File: config.mk
export PLATFORM = sky130hd
export DESIGN_NAME = pc_gen
export DESIGN_NICKNAME = d
export VERILOG_FILES = /design/src/rtl/pc_gen_pkg.sv /design/src/rtl/pc_gen_btb_table.sv /design/src/rtl/pc_gen.sv
export SDC_FILE = /design/constraint.sdc
export NUM_CORES = 1
export LEC_CHECK = 0
export CAP_MARGIN = 10
export CORE_ASPECT_RATIO = 0.8
export CORE_MARGIN = 2
export CORE_UTILIZATION = 23
export DETAILED_ROUTE_END_ITERATION = 6
export GPL_TIMING_DRIVEN = 0
export PLACE_DENSITY = 0.38
export SLEW_MARGIN = 0
export SYNTH_ARGS = -nofsm -noshare
export SYNTH_HDL_FRONTEND = slang
export SYNTH_SLANG_ARGS = --single-unit
File: constraint.sdc
create_clock -name clk -period 7.6 [get_ports clk]
set_clock_uncertainty 0.1 [all_clocks]
set_input_delay 1.14 -clock clk [delete_from_list [all_inputs] [get_ports clk]]
set_output_delay 1.14 -clock clk [all_outputs]
set_load 0.05 [all_outputs]
File: src/rtl/pc_gen_pkg.sv
// Shared definitions for the fetch-PC generator: BTB counter encodings,
// width helpers and the codebase-wide Branch/NoStop constants.
package pc_gen_pkg;

    typedef enum logic [1:0] {
        SNT = 2'b00,
        WNT = 2'b01,
        WT  = 2'b10,
        ST  = 2'b11
    } ctr_e;

    // Branch marks a resolved-taken direction; NoStop is the always-valid fetch level.
    localparam logic Branch = 1'b1;
    localparam logic NoStop = 1'b1;

    function automatic int clog2(input int value);
        int w;
        w = 0;
        while ((1 << w) < value) w++;
        return w;
    endfunction

endpackage

File: src/rtl/pc_gen_btb_table.sv
// Direct-mapped branch target buffer: combinational lookup port and a
// synchronous training port with 2-bit saturating counters.
module btb_table
    import pc_gen_pkg::*;
#(
    parameter int ADDR_W      = 32,
    parameter int FETCH_BYTES = 4,
    parameter int BTB_ENTRIES = 16
) (
    input  logic              clk,
    input  logic              rst,
    input  logic              rdy,
    input  logic [ADDR_W-1:0] lk_pc,
    output logic              lk_taken,
    output logic [ADDR_W-1:0] lk_target,
    input  logic              upd_valid,
    input  logic [ADDR_W-1:0] upd_pc,
    input  logic [ADDR_W-1:0] upd_target,
    input  logic              upd_taken
);

    localparam int OFF   = clog2(FETCH_BYTES);
    localparam int IDX_W = clog2(BTB_ENTRIES);
    localparam int TAG_W = ADDR_W - IDX_W - OFF;

    logic              valid_mem [BTB_ENTRIES];
    ctr_e              ctr_mem   [BTB_ENTRIES];
    logic [TAG_W-1:0]  tag_mem   [BTB_ENTRIES];
    logic [ADDR_W-1:0] tgt_mem   [BTB_ENTRIES];

    logic [IDX_W-1:0] lk_idx;
    logic [TAG_W-1:0] lk_tag;
    logic [IDX_W-1:0] upd_idx;
    logic [TAG_W-1:0] upd_tag;
    logic             lk_hit;
    logic             upd_hit;
    logic             upd_en;
    logic             unused_low_bits;

    assign lk_idx  = lk_pc[OFF +: IDX_W];
    assign lk_tag  = lk_pc[ADDR_W-1 -: TAG_W];
    assign upd_idx = upd_pc[OFF +: IDX_W];
    assign upd_tag = upd_pc[ADDR_W-1 -: TAG_W];
    assign unused_low_bits = ^{lk_pc[OFF-1:0], upd_pc[OFF-1:0]};

    assign lk_hit    = valid_mem[lk_idx] && (tag_mem[lk_idx] == lk_tag);
    assign lk_taken  = lk_hit && ctr_mem[lk_idx][1];
    assign lk_target = tgt_mem[lk_idx];

    assign upd_hit = valid_mem[upd_idx] && (tag_mem[upd_idx] == upd_tag);
    assign upd_en  = rdy && upd_valid;

    // Valid bits and counters are cleared on reset; a miss that resolves
    // not-taken leaves the entry untouched.
    always_ff @(posedge clk or negedge rst) begin
        if (!rst) begin
            for (int i = 0; i < BTB_ENTRIES; i++) begin
                valid_mem[i] <= 1'b0;
                ctr_mem[i]   <= SNT;
            end
        end else if (upd_en) begin
            if (upd_hit) begin
                if (upd_taken == Branch) begin
                    if (ctr_mem[upd_idx] != ST)
                        ctr_mem[upd_idx] <= ctr_e'(ctr_mem[upd_idx] + 2'd1);
                end else if (ctr_mem[upd_idx] != SNT) begin
                    ctr_mem[upd_idx] <= ctr_e'(ctr_mem[upd_idx] - 2'd1);
                end
            end else if (upd_taken == Branch) begin
                valid_mem[upd_idx] <= 1'b1;
                ctr_mem[upd_idx]   <= WT;
            end
        end
    end

    // Tag and target are only meaningful behind a set valid bit, so they need no reset.
    always_ff @(posedge clk) begin
        if (upd_en && upd_taken == Branch) begin
            tag_mem[upd_idx] <= upd_tag;
            tgt_mem[upd_idx] <= upd_target;
        end
    end

endmodule

File: src/rtl/pc_gen.sv
// Fetch-PC generator: PC register, prioritised redirect selection and
// BTB-predicted sequential advance under a valid/ready handshake.
module pc_gen
    import pc_gen_pkg::*;
#(
    parameter int                ADDR_W       = 32,
    parameter logic [ADDR_W-1:0] RESET_PC     = '0,
    parameter int                FETCH_BYTES  = 4,
    parameter int                BTB_ENTRIES  = 16,
    parameter int                NUM_REDIRECT = 2
) (
    input  logic                           clk,
    input  logic                           rst,
    input  logic                           rdy,
    input  logic [NUM_REDIRECT-1:0]        redir_valid,
    input  logic [NUM_REDIRECT*ADDR_W-1:0] redir_addr,
    output logic                           pc_valid,
    output logic [ADDR_W-1:0]              pc,
    output logic                           pc_pred_taken,
    output logic [ADDR_W-1:0]              pc_pred_target,
    input  logic                           pc_ready,
    input  logic                           upd_valid,
    input  logic [ADDR_W-1:0]              upd_pc,
    input  logic [ADDR_W-1:0]              upd_target,
    input  logic                           upd_taken
);

    localparam logic [ADDR_W-1:0] ALIGN_MASK = ~ADDR_W'(FETCH_BYTES - 1);
    localparam logic [ADDR_W-1:0] STEP       = ADDR_W'(FETCH_BYTES);

    logic              btb_taken;
    logic [ADDR_W-1:0] btb_target;
    logic              redir_any;
    logic [ADDR_W-1:0] redir_sel;

    btb_table #(
        .ADDR_W      (ADDR_W),
        .FETCH_BYTES (FETCH_BYTES),
        .BTB_ENTRIES (BTB_ENTRIES)
    ) u_btb (
        .clk        (clk),
        .rst        (rst),
        .rdy        (rdy),
        .lk_pc      (pc),
        .lk_taken   (btb_taken),
        .lk_target  (btb_target),
        .upd_valid  (upd_valid),
        .upd_pc     (upd_pc),
        .upd_target (upd_target),
        .upd_taken  (upd_taken)
    );

    assign pc_valid       = NoStop;
    assign pc_pred_taken  = btb_taken;
    assign pc_pred_target = btb_taken ? btb_target : pc + STEP;

    // Scan from the highest channel down so the lowest asserted index wins.
    always_comb begin
        redir_any = 1'b0;
        redir_sel = '0;
        for (int i = NUM_REDIRECT - 1; i >= 0; i--) begin
            if (redir_valid[i]) begin
                redir_any = 1'b1;
                redir_sel = redir_addr[i*ADDR_W +: ADDR_W];
            end
        end
    end

    // A redirect overrides the handshake; a PC accepted in that same cycle is flushed downstream.
    always_ff @(posedge clk or negedge rst) begin
        if (!rst) begin
            pc <= RESET_PC & ALIGN_MASK;
        end else if (rdy) begin
            if (redir_any)
                pc <= redir_sel & ALIGN_MASK;
            else if (pc_valid && pc_ready)
                pc <= pc_pred_target;
        end
    end

endmodule

After elaboration in Yosys (flattened, before gate mapping)
Memories as Yosys holds them, arrays and structs flattened.
Index checks and enable logic that the tools add are counted.
{"block": "totals", "mem_bits_rw": 928, "reg_bits": 80, "inputBits": 136, "out_inout_bits": 66, "memories": 2}
{"block": "op_classes", "bitwise_logic": 7, "muxes": 32, "addsub": 3, "eq_ne": 4, "reduce_logical": 13, "magnitude_cmp": 3}
{"memory": "u_btb.tgt_mem", "depth": 16, "width": 32, "rd": 1, "rd_clocked_by_memory_dff": 0, "write_ports": 1, "line_no": "pc_gen_btb_table.sv:29", "source": "logic [ADDR_W-1:0] tgt_mem [BTB_ENTRIES];"}
{"memory": "u_btb.tag_mem", "depth": 16, "width": 26, "rd": 2, "rd_clocked_by_memory_dff": 0, "write_ports": 1, "line_no": "pc_gen_btb_table.sv:28", "source": "logic [TAG_W-1:0] tag_mem [BTB_ENTRIES];"}
{"operator": "32-bit two-way mux", "count": 10}
{"operator": "32-bit bitwise mux", "count": 2}
{"operator": "26-bit == test", "count": 2}
{"operator": "32-bit by 3-bit adder with 32-bit output (second input constant)", "count": 1}
{"operator": "16-bit bitwise OR", "count": 2}
{"operator": "16-bit AND", "count": 1}
{"operator": "2-bit binary-select mux with 4-bit select", "count": 2}
{"operator": "16-bit NOT", "count": 1}
{"operator": "5-bit >= comparator (second input constant)", "count": 2}
{"operator": "2-bit two-way mux", "count": 5}
{"operator": "4-bit NOT with 5-bit output", "count": 2}
{"operator": "1-bit two-way mux", "count": 9}
{"operator": "1-bit binary-select mux with 4-bit select", "count": 2}
{"operator": "2-bit demux with 4-bit select", "count": 1}
{"operator": "2-bit nonzero test", "count": 4}
{"operator": "1-bit logical AND", "count": 6}
{"operator": "5-bit by 1-bit less-than comparator with 1-bit output (second input constant)", "count": 1}
{"operator": "1-bit demux with 4-bit select", "count": 1}
{"operator": "4-bit AND reduction", "count": 1}
{"operator": "3-bit != test (second input constant)", "count": 1}
{"operator": "3-bit AND reduction", "count": 1}
{"operator": "2-bit by 1-bit adder with 2-bit output (second input constant)", "count": 1}
{"operator": "2-bit != test (second input constant)", "count": 1}
{"operator": "2-bit AND reduction", "count": 1}
{"operator": "2 further kinds", "count": 2}

Longest topological paths before layout
Gate-level depths: netlist of the first run.
{"block": "depth", "word_depth": 9, "ltp_mapped": 17}

By module
A second synthesis of the first run with hierarchy kept.
{"block": "unflattened", "cells_unflattened": 2302, "area_unflattened_um2": 44722.9}
{"mod": "btb_table", "cells_per_inst": 1937, "n_inst": 1, "area_each_um2": 41865.2, "seq_area_each_um2": 29067.9}
{"mod": "pc_gen", "cells_per_inst": 365, "n_inst": 1, "area_each_um2": 2857.7, "seq_area_each_um2": 800.8}

Worst setup path after synthesis of the first run
Ideal clock, no wire load.
{"block": "synth_timing", "kind": "reg2out", "start": "register pc[2]", "end": "output pc_pred_target[14]", "slack_ns": 1.615, "n_path_buf": 5, "t_arrival_ns": 4.745, "path_stages_with_launch": 14, "cell_sequence": "dfrtp_1 -> buf_6 -> buf_6 -> mux4_2 -> mux4_2 -> xor2_1 -> nand3b_1 -> or4_1 -> or4_1 -> or2_1 -> buf_2 -> buf_6 -> buf_2 -> a21oi_1"}
{"block": "synth_via", "elab_chain_cells": 7, "elab_cells_between_ends": 14, "cone_classes": "add/sub (1); eq/ne (1); mux (7); bitwise (1); reduce/logical (2); memory (2)"}
{"item": "from (decl)", "line_no": "pc_gen.sv:18", "source": "output logic [ADDR_W-1:0] pc,"}
{"item": "from (signal assigned)", "line_no": "pc_gen.sv:72", "source": "pc <= RESET_PC & ALIGN_MASK;"}
{"item": "from (signal assigned)", "line_no": "pc_gen.sv:75", "source": "pc <= redir_sel & ALIGN_MASK;"}
{"item": "from (signal assigned)", "line_no": "pc_gen.sv:77", "source": "pc <= pc_pred_target;"}
{"item": "branches (longest 6 deep; another with memory read 16 x 26 bit)"}
{"item": "32-bit two-way mux (*)", "line_no": "pc_gen.sv:55", "source": "assign pc_pred_target = btb_taken ? btb_target : pc + STEP;"}
{"item": "to (decl)", "line_no": "pc_gen.sv:20", "source": "output logic [ADDR_W-1:0] pc_pred_target,"}
Mark *: on every way between the ends. The select of a mux whose other input is x is not followed.

Worst setup path after layout of the first run
{"block": "layout_timing", "start": "register pc[3]", "end": "output pc_pred_target[14]"}
Same word-level chain as after synthesis.

==> reports/qor.txt, run 1 <==
STATUS
-----------------------------------------------------------------------------------------------------
Result of the run ...................................................................... finished with violations
Failing checks ......................................................................... design-rule violations

FLOW RUN
-----------------------------------------------------------------------------------------------------
Max-capacitance violation count ........................................................            0

POWER
-----------------------------------------------------------------------------------------------------
Areal power density over the cells .....................................................   260 nW/µm²
Comb power frac ........................................................................        0.192
Total power ............................................................................     14400 µW
Clock network fraction of total power ..................................................        0.371
Switching share of power ...............................................................        0.294
Internal Dissipation ...................................................................     10200 µW
LEAKAGE ................................................................................    0.0178 µW
Sequential group share of total power ..................................................        0.437
Largest voltage drop on the vdd net ....................................................   0.000187 V
Switching power summed over all nets ...................................................      4230 µW

CLOCKING
-----------------------------------------------------------------------------------------------------
Clock Root Buffer ...................................................................... sky130_fd_sc_hd__clkbuf_16
Depth of the CTS H-tree ................................................................            3
Worst-path clk slew ....................................................................      0.06 ns
Number of sinks handled by clock tree synthesis ........................................         1008
Clk Latency, worst-skew pair ...........................................................      0.79 ns
Number of buffers created by CTS .......................................................          108
Clock tree from TritonCTS ..............................................................          yes
Deepest clock path buffer count ........................................................            3

SYNTHESIS
-----------------------------------------------------------------------------------------------------
Count of warnings emitted by yosys .....................................................            0
Main combinational cell family by area after synthesis ................................. multiplexers
Sequential element share of the synthesized area .......................................        0.652
Top flip-flop cell by instance count after synthesis ................................... sky130_fd_sc_hd__edfxtp_1
Post-synthesis share of cell area spent on full adders, half adders and majority gates .     0.000820
Fraction of the mapped netlist area in simple logic gates ..............................       0.0395
Number of synthesized flops with an enable pin .........................................          928
Share of synthesized area spent on multiplexers ........................................        0.211
Post-synthesis cell count ..............................................................         2558
Ys async rst share .....................................................................       0.0794
Mean instance size in the synthesized netlist ..........................................     17.9 µm²
Share of the synthesized area in compound gates (AO/OA/AOI/OAI) ........................       0.0564
Number of register bits inferred by synthesis ..........................................         1008
Total standard cell area after synthesis ...............................................    45800 µm²
Number of distinct library cell variants in the gate-level netlist after synthesis .....           80
Number of nets produced by synthesis ...................................................         2697
Post-synthesis xor/xnor area fraction ..................................................       0.0134

DETAILED ROUTING
-----------------------------------------------------------------------------------------------------
Via density per instance ...............................................................         4.94
DR WL/cell .............................................................................      33.8 µm
ANT nets after route ...................................................................            0
DRC Markers ............................................................................            1
Via count ..............................................................................        27900
Detailed router's first-iteration violation count ......................................         3194
Overall routed net length ..............................................................    190000 µm
Pre-antenna DRT Iters ..................................................................            7

FLOORPLAN
-----------------------------------------------------------------------------------------------------
Vertical extent of the die .............................................................       403 µm
I/O pin count ..........................................................................          202
Chip width .............................................................................       503 µm
Floorplan die area .....................................................................   203000 µm²
Total core area ........................................................................   198000 µm²
Effective utilization at floorplan .....................................................        0.231
Core Rows ..............................................................................          146

CRITICAL PATH
-----------------------------------------------------------------------------------------------------
CP Data Arrival Time ...................................................................      6.33 ns
Worst reg2reg setup slack ..............................................................      1.97 ns
Depth of the worst register-to-register path ...........................................           12
Launch point of the worst path .........................................................        pc[3]
Critical Setup Path Class ..............................................................   reg -> out
Terminus of the critical flop-to-flop path .............................................        pc[3]
Type of origin of the critical path ....................................................         flop
Worst EP required ......................................................................      6.36 ns
Source of the worst register-to-register timing path ...................................        pc[4]
Sort of element at the end of the critical path ........................................ primary output
Max FO, Critical Path ..................................................................           10

GLOBAL ROUTING
-----------------------------------------------------------------------------------------------------
Antenna violations before repair .......................................................           27
Total routing resource utilization after global routing ................................        0.186
Largest net degree at the start of global routing ......................................           48
Via count of the first global-routing pass .............................................        27800
Global-route wire length before repair .................................................    255000 µm
GRT overflow ...........................................................................            0

TIMING
-----------------------------------------------------------------------------------------------------
Slew headroom ..........................................................................        0.122
Crit path time final ...................................................................      7.57 ns
Share of the clock period used by the worst path after layout ..........................        0.996
Pin slew with the least headroom to its limit ..........................................      1.32 ns
Fin. Hold Viols ........................................................................            0
Final Max Slew Viols ...................................................................            0
Achievable clock frequency .............................................................      132 MHz
Number of setup violations in the final report .........................................            0

CELLS AND AREA
-----------------------------------------------------------------------------------------------------
Layout area overhead ...................................................................        21.0%
Layout cell share with drive strength beyond 1 .........................................        0.234
Nets ...................................................................................         3020
Post-route non-filler standard cell count ..............................................         5642

PLACEMENT
-----------------------------------------------------------------------------------------------------
Count of buffers from port buffering ...................................................          191
Final GP Congestion ....................................................................        0.911
Dpl cells ..............................................................................         5437
Detail Placement HPWL ..................................................................    127000 µm

MIN PATH
-----------------------------------------------------------------------------------------------------
Type of the worst min-delay path .......................................................  in -> async

power by group through the flow:
stage	clock network, µW	registers (µW)	logic, µW
global placement	0	6410	2730
CTS	5460	6290	2760
detailed placement	0	6400	2730
global route	5680	6290	2870
finish	5340	6290	2760
floorplan	0	6410	1450
routing by layer:
| layer | track usage | vias up | routed length (µm) |
|---|---|---|---|
| li1 | - | 11400 | - |
| met4 | 0.0579 | 4 | 5920 |
| met2 | 0.283 | 1122 | 86200 |
| met3 | 0.0354 | 219 | 11700 |
| met5 | 0 | - | 24 |
| met1 | 0.265 | 15200 | 86600 |
registers in the layout, summed over array words and instances (netlist names):
name             cells
u_btb.tgt_mem      512
u_btb.ctr_mem       32
u_btb.valid_mem     16
u_btb.tag_mem      416
pc                  32
critical path, stage by stage, from the launching register on:
cell and delay [ns]:
sky130_fd_sc_hd__dfrtp_2 0.47, sky130_fd_sc_hd__buf_2 0.22, sky130_fd_sc_hd__buf_6 0.27, sky130_fd_sc_hd__buf_6 0.30, sky130_fd_sc_hd__buf_4 0.36, sky130_fd_sc_hd__buf_4 0.32, sky130_fd_sc_hd__nand3_1 0.12, sky130_fd_sc_hd__a21oi_1 0.56
sky130_fd_sc_hd__o21ba_2 0.26, sky130_fd_sc_hd__nand4_1 0.19, sky130_fd_sc_hd__or4_1 0.52, sky130_fd_sc_hd__or4_4 0.49, sky130_fd_sc_hd__or2_1 0.23, sky130_fd_sc_hd__buf_2 0.18, sky130_fd_sc_hd__buf_6 0.20, sky130_fd_sc_hd__buf_2 0.23
sky130_fd_sc_hd__a21oi_1 0.18, sky130_fd_sc_hd__clkdlybuf4s18_2 0.40
placed cells by master, fill, tap and decap left out, drive strengths merged, types with 15 or more instances in the layout:
cell	count
nor2b	17
xnor2	50
mux2	49
o41ai	21
nand2	93
nand3	55
o22ai	38
a22o	23
mux2i	178
clkbuf	220
inv	43
edfxtp	928
xor2	20
o21ai	15
a21oi	41
a211oi	16
a221oi	21
mux4	321
a22oi	51
buf	137
and3	21
clkdlybuf4s15	16
clkinv	46
nor2	66
diode	15
dfrtp	80
a32o	15
clkdlybuf4s50	157
or4	18
worst max-delay path by stage:
stage	end	slack, ns	depth (start not counted)
global route	pc_pred_target[14]	-0.004	16
CTS	pc_pred_target[29]	0.01	12
finish	pc_pred_target[14]	0.03	17
global placement	u_btb.tgt_mem[13][1]	-2.56	9
detailed placement	u_btb.ctr_mem[14]	-0.84	15
floorplan	pc_pred_target[14]	1.61	13
logic make-up (layout without fill, tap and decap cells):
logic type | count (synthesis) | after routing
buf+inv | 236 | 641
compound gates | 338 | 338
flops | 1008 | 1008
other cells | 1 | 16
simple gates | 354 | 354
xor+xnor | 70 | 70
fa+ha+maj | 3 | 3
mux | 548 | 548
cells in the mapped netlist, types with 7 or more instances:
cell | instances | area (µm²)
sky130_fd_sc_hd__edfxtp_1 | 928 | 27900
sky130_fd_sc_hd__mux4_2 | 297 | 6690
sky130_fd_sc_hd__mux2i_1 | 178 | 1780
sky130_fd_sc_hd__nand2_1 | 93 | 349
sky130_fd_sc_hd__clkbuf_1 | 86 | 323
sky130_fd_sc_hd__dfrtp_1 | 80 | 2000
sky130_fd_sc_hd__nor2_1 | 66 | 248
sky130_fd_sc_hd__nand3_1 | 55 | 275
sky130_fd_sc_hd__a22oi_1 | 51 | 383
sky130_fd_sc_hd__xnor2_1 | 50 | 438
sky130_fd_sc_hd__a21oi_1 | 41 | 205
sky130_fd_sc_hd__inv_1 | 41 | 154
sky130_fd_sc_hd__buf_2 | 40 | 200
sky130_fd_sc_hd__mux2_2 | 38 | 428
sky130_fd_sc_hd__o22ai_1 | 38 | 238
sky130_fd_sc_hd__buf_1 | 24 | 90.1
sky130_fd_sc_hd__a22o_1 | 23 | 201
sky130_fd_sc_hd__buf_4 | 23 | 173
sky130_fd_sc_hd__mux4_1 | 23 | 604
sky130_fd_sc_hd__and3_1 | 21 | 131
sky130_fd_sc_hd__o41ai_1 | 21 | 184
sky130_fd_sc_hd__a221oi_1 | 20 | 175
sky130_fd_sc_hd__xor2_1 | 20 | 175
sky130_fd_sc_hd__or4_1 | 18 | 135
sky130_fd_sc_hd__nor2b_1 | 17 | 106
sky130_fd_sc_hd__a211oi_1 | 16 | 120
sky130_fd_sc_hd__a32o_1 | 15 | 150
sky130_fd_sc_hd__buf_6 | 14 | 158
sky130_fd_sc_hd__o32a_1 | 14 | 140
sky130_fd_sc_hd__o21ai_0 | 13 | 65.1
sky130_fd_sc_hd__nor4_1 | 12 | 75.1
sky130_fd_sc_hd__nand4_1 | 11 | 68.8
sky130_fd_sc_hd__nor3_1 | 11 | 55.1
sky130_fd_sc_hd__a31o_2 | 10 | 87.6
sky130_fd_sc_hd__mux2_1 | 10 | 113
sky130_fd_sc_hd__o221ai_1 | 10 | 87.6
sky130_fd_sc_hd__and2_1 | 9 | 56.3
sky130_fd_sc_hd__a21o_1 | 8 | 60.1
sky130_fd_sc_hd__nand3b_1 | 7 | 52.6
sky130_fd_sc_hd__o211ai_1 | 7 | 52.6
through the flow:
stage | area (µm²) | hold slack [ns] | utilization | TNS [ns] | setup WS (ns)
6_report | 55400 | 0.322 | 0.280 | 0 | 0.0274
5_1_grt | 55400 | 0.336 | 0.280 | -0.00357 | -0.00357
4_1_cts | 55400 | 0.308 | 0.280 | 0 | 0.0135
3_5_place_dp | 51700 | 0.383 | 0.261 | -36.59 | -0.839
3_3_place_gp | 51000 | 0.386 | 0.258 | -1174.56 | -2.56
2_1_floorplan | 45800 | 0.344 | - | 0 | 1.61
timing repair:
action / CTS / global route
endpoints found under the setup margin: 49 / 32
hold buffers: 0 / 0
gates resized for setup: 142 / 30
setup buffers: 1 / 0
final cells by class:
type / count / area (µm²)
flip-flops and latches: 1008 / 29900
repair buffers: 218 / 2480
clock inverters: 59 / 708
multi-input cells: 1314 / 14800
fillers: 19700 / 142000
diodes: 15 / 37.5
well taps: 2664 / 3330
plain buffers: 189 / 1120
clock buffers: 133 / 2820
inverters: 42 / 238
(Power assumes the default switching activity.)
==> run 2: changes to the inputs <==
Settings changed: CORE_UTILIZATION 23 to 25, PLACE_DENSITY 0.38 to 0.41.
==> run 2 against run 1 <==
  * The run now ends clean
  * Clock-buffer cell count is 4 lower
  * Register-to-register slack better by 0.04 ns
  * Via count up 2.4%
  * Critical path type unchanged
==> reports/qor.txt, run 2 (synthesis results as in run 1) <==
POWER
----------------------------------------------------------------------------
Switching power summed over all nets ..........................      4170 µW
Sequential group share of total power .........................        0.441
Largest voltage drop on the vdd net ...........................   0.000175 V
Clock network fraction of total power .........................        0.366
Areal power density over the cells ............................   259 nW/µm²
Switching share of power ......................................        0.293
Comb power frac ...............................................        0.194
Internal Dissipation ..........................................     10100 µW
LEAKAGE .......................................................    0.0177 µW

CRITICAL PATH
----------------------------------------------------------------------------
Source of the worst register-to-register timing path ..........        pc[3]
Worst EP required .............................................      6.36 ns
Crit path largest cell delay ..................................      0.53 ns
Launch point of the worst path ................................        pc[3]
Worst path cell trace ......................................... buf_2, buf_6, buf_6, buf_4, buf_4, mux4_2, a32oi_1, nand4_1, or4_1, or4_4, or2_1, buf_2, buf_6, buf_2, a21oi_1, buf_4
Critical path depth ...........................................           16
CP bufs+invs ..................................................            9
Kind of cell adding the most delay to the critical path ....... buffers and inverters
Max FO, Critical Path .........................................           10
Worst setup path endpoint ..................................... pc_pred_target[26]
CP Data Arrival Time ..........................................      6.25 ns
Slowest cell on crit path ..................................... sky130_fd_sc_hd__or4_1
Terminus of the critical flop-to-flop path ....................       pc[20]
Sort of element at the end of the critical path ............... primary output
Type of origin of the critical path ...........................         flop
Critical Setup Path Class .....................................   reg -> out
Worst reg2reg setup slack .....................................      2.01 ns
Depth of the worst register-to-register path ..................           12

FLOORPLAN
----------------------------------------------------------------------------
Core Rows .....................................................          140
Vertical extent of the die ....................................       387 µm
Chip width ....................................................       482 µm
Floorplan die area ............................................   187000 µm²
I/O pin count .................................................          202
Total core area ...............................................   182000 µm²
Effective utilization at floorplan ............................        0.252

GLOBAL ROUTING
----------------------------------------------------------------------------
GRT overflow ..................................................            0
Global-route wire length before repair ........................    251000 µm
Via count of the first global-routing pass ....................        28700
Largest net degree at the start of global routing .............           49
Antenna violations before repair ..............................           12
Total routing resource utilization after global routing .......        0.196

CELLS AND AREA
----------------------------------------------------------------------------
Most common cell after layout, fill and taps aside ............ sky130_fd_sc_hd__edfxtp_1
Number of fillers in the final layout .........................        17800
Finished Core Util ............................................        0.302
Layout area overhead ..........................................        20.1%
Final std cell area, no fill ..................................    55000 µm²
Most flops, register .......................................... u_btb.tgt_mem
Nets ..........................................................         3018
Layout cell share with drive strength beyond 1 ................        0.234
Largest registers in the final layout ......................... u_btb.tgt_mem x512, u_btb.tag_mem x416
Post-route non-filler standard cell count .....................         5386
Most frequent cells in the layout ............................. sky130_fd_sc_hd__edfxtp_1 (928), sky130_fd_sc_hd__mux4_2 (299), sky130_fd_sc_hd__mux2i_1 (175)
Max FFs per register ..........................................          512

PLACEMENT
----------------------------------------------------------------------------
Post-Place Worst Slack ........................................    -0.948 ns
Detail Placement HPWL .........................................    125000 µm
Dpl cells .....................................................         5186
Final GP Congestion ...........................................        0.934
Count of buffers from port buffering ..........................          191
Total cell area at the placement stage ........................    51400 µm²

TIMING
----------------------------------------------------------------------------
Slew headroom .................................................       0.0918
Share of the clock period used by the worst path after layout .        0.986
Number of setup violations in the final report ................            0
Pin slew with the least headroom to its limit .................      1.36 ns
Fin. Hold Viols ...............................................            0
Final Max Slew Viols ..........................................            0
Final worst-path setup slack ..................................     0.109 ns
Crit path time final ..........................................      7.49 ns
Achievable clock frequency ....................................      133 MHz
Unrepaired setup endpoints after global routing ...............        false

DETAILED ROUTING
----------------------------------------------------------------------------
Overall routed net length .....................................    187000 µm
DRC Markers ...................................................            0
Via density per instance ......................................         5.30
Via count .....................................................        28500
DR WL/cell ....................................................      34.7 µm
Pre-antenna DRT Iters .........................................            5
ANT nets after route ..........................................            0
Detailed router's first-iteration violation count .............         3320

CLOCKING
----------------------------------------------------------------------------
Worst-path clk slew ...........................................      0.07 ns
Deepest clock path buffer count ...............................            3
Setup Fix Bufs, Post-CTS ......................................            0
Number of sinks handled by clock tree synthesis ...............         1008
Clk Latency, worst-skew pair ..................................      0.77 ns
Number of buffers created by CTS ..............................          107
Clock tree from TritonCTS .....................................          yes
Depth of the CTS H-tree .......................................            3
Clock Root Buffer ............................................. sky130_fd_sc_hd__clkbuf_16

FLOW RUN
----------------------------------------------------------------------------
Max-capacitance violation count ...............................            0

MIN PATH
----------------------------------------------------------------------------
Type of the worst min-delay path ..............................  in -> async

STATUS
----------------------------------------------------------------------------
Result of the run ............................................. finished, final reports clean

run 2: layout make-up:
type / instances / area, µm² / share of cell area
multi-input cells: 1314 / 14800 / 0.270
flip-flops and latches: 1008 / 29900 / 0.543
clock inverters: 65 / 617 / 0.0112
inverters: 42 / 238 / 0.00432
well taps: 2414 / 3020 / 0.0549
clock buffers: 129 / 2810 / 0.0511
repair buffers: 216 / 2460 / 0.0448
plain buffers: 190 / 1110 / 0.0202
diodes: 8 / 20.0 / 0.000364
run 2: metal layers:
metal  part of all wire  GRT usage
met1               0.43      0.271
met5          0.0000054          0
met4              0.044     0.0755
met2               0.46      0.305
met3              0.066     0.0373
run 2: power groups by stage:
stage | clock, µW | combinational (µW) | sequential (µW)
final | 5210 | 2760 | 6280
after global routing | 5520 | 2850 | 6280
after CTS | 5320 | 2750 | 6280
after detailed placement | 0 | 2720 | 6400
after global placement | 0 | 2690 | 6390
after floorplan | 0 | 1450 | 6410
run 2: through the flow:
stage,hold slack [ns],TNS (ns),total power (µW)
after floorplan,0.344,0,7860
after global placement,0.371,-1024.85,9080
after detailed placement,0.376,-25.78,9120
after CTS,0.257,-0.248,14400
after global routing,0.291,0,14700
final,0.321,0,14200
run 2: worst min path at each step:
stage	from	to	slack [ns]	cells past startpoint
6_report	rst	pc[26]	0.32	1
5_1_grt	rst	pc[26]	0.29	1
4_1_cts	rst	pc[31]	0.26	1
3_5_place_dp	u_btb.valid_mem[4]	u_btb.valid_mem[4]	0.38	1
3_3_place_gp	u_btb.valid_mem[4]	u_btb.valid_mem[4]	0.37	1
2_1_floorplan	u_btb.valid_mem[0]	u_btb.valid_mem[0]	0.34	1
run 2: worst reg2reg max path, delay by kind of cell (launching register included):
kind / cells / cell delay, ns
buf+inv: 8 / 3.02
mux: 2 / 1.06
flops: 1 / 0.51
simple gates: 1 / 0.51
compound gates: 1 / 0.26
run 2: timing repair:
action / CTS / global route
hold buffers: 0 / 0
gates cloned: 0 / 0
pin swaps: 0 / 2
endpoints found under the setup margin: 33 / 32
resized for setup: 164 / 15
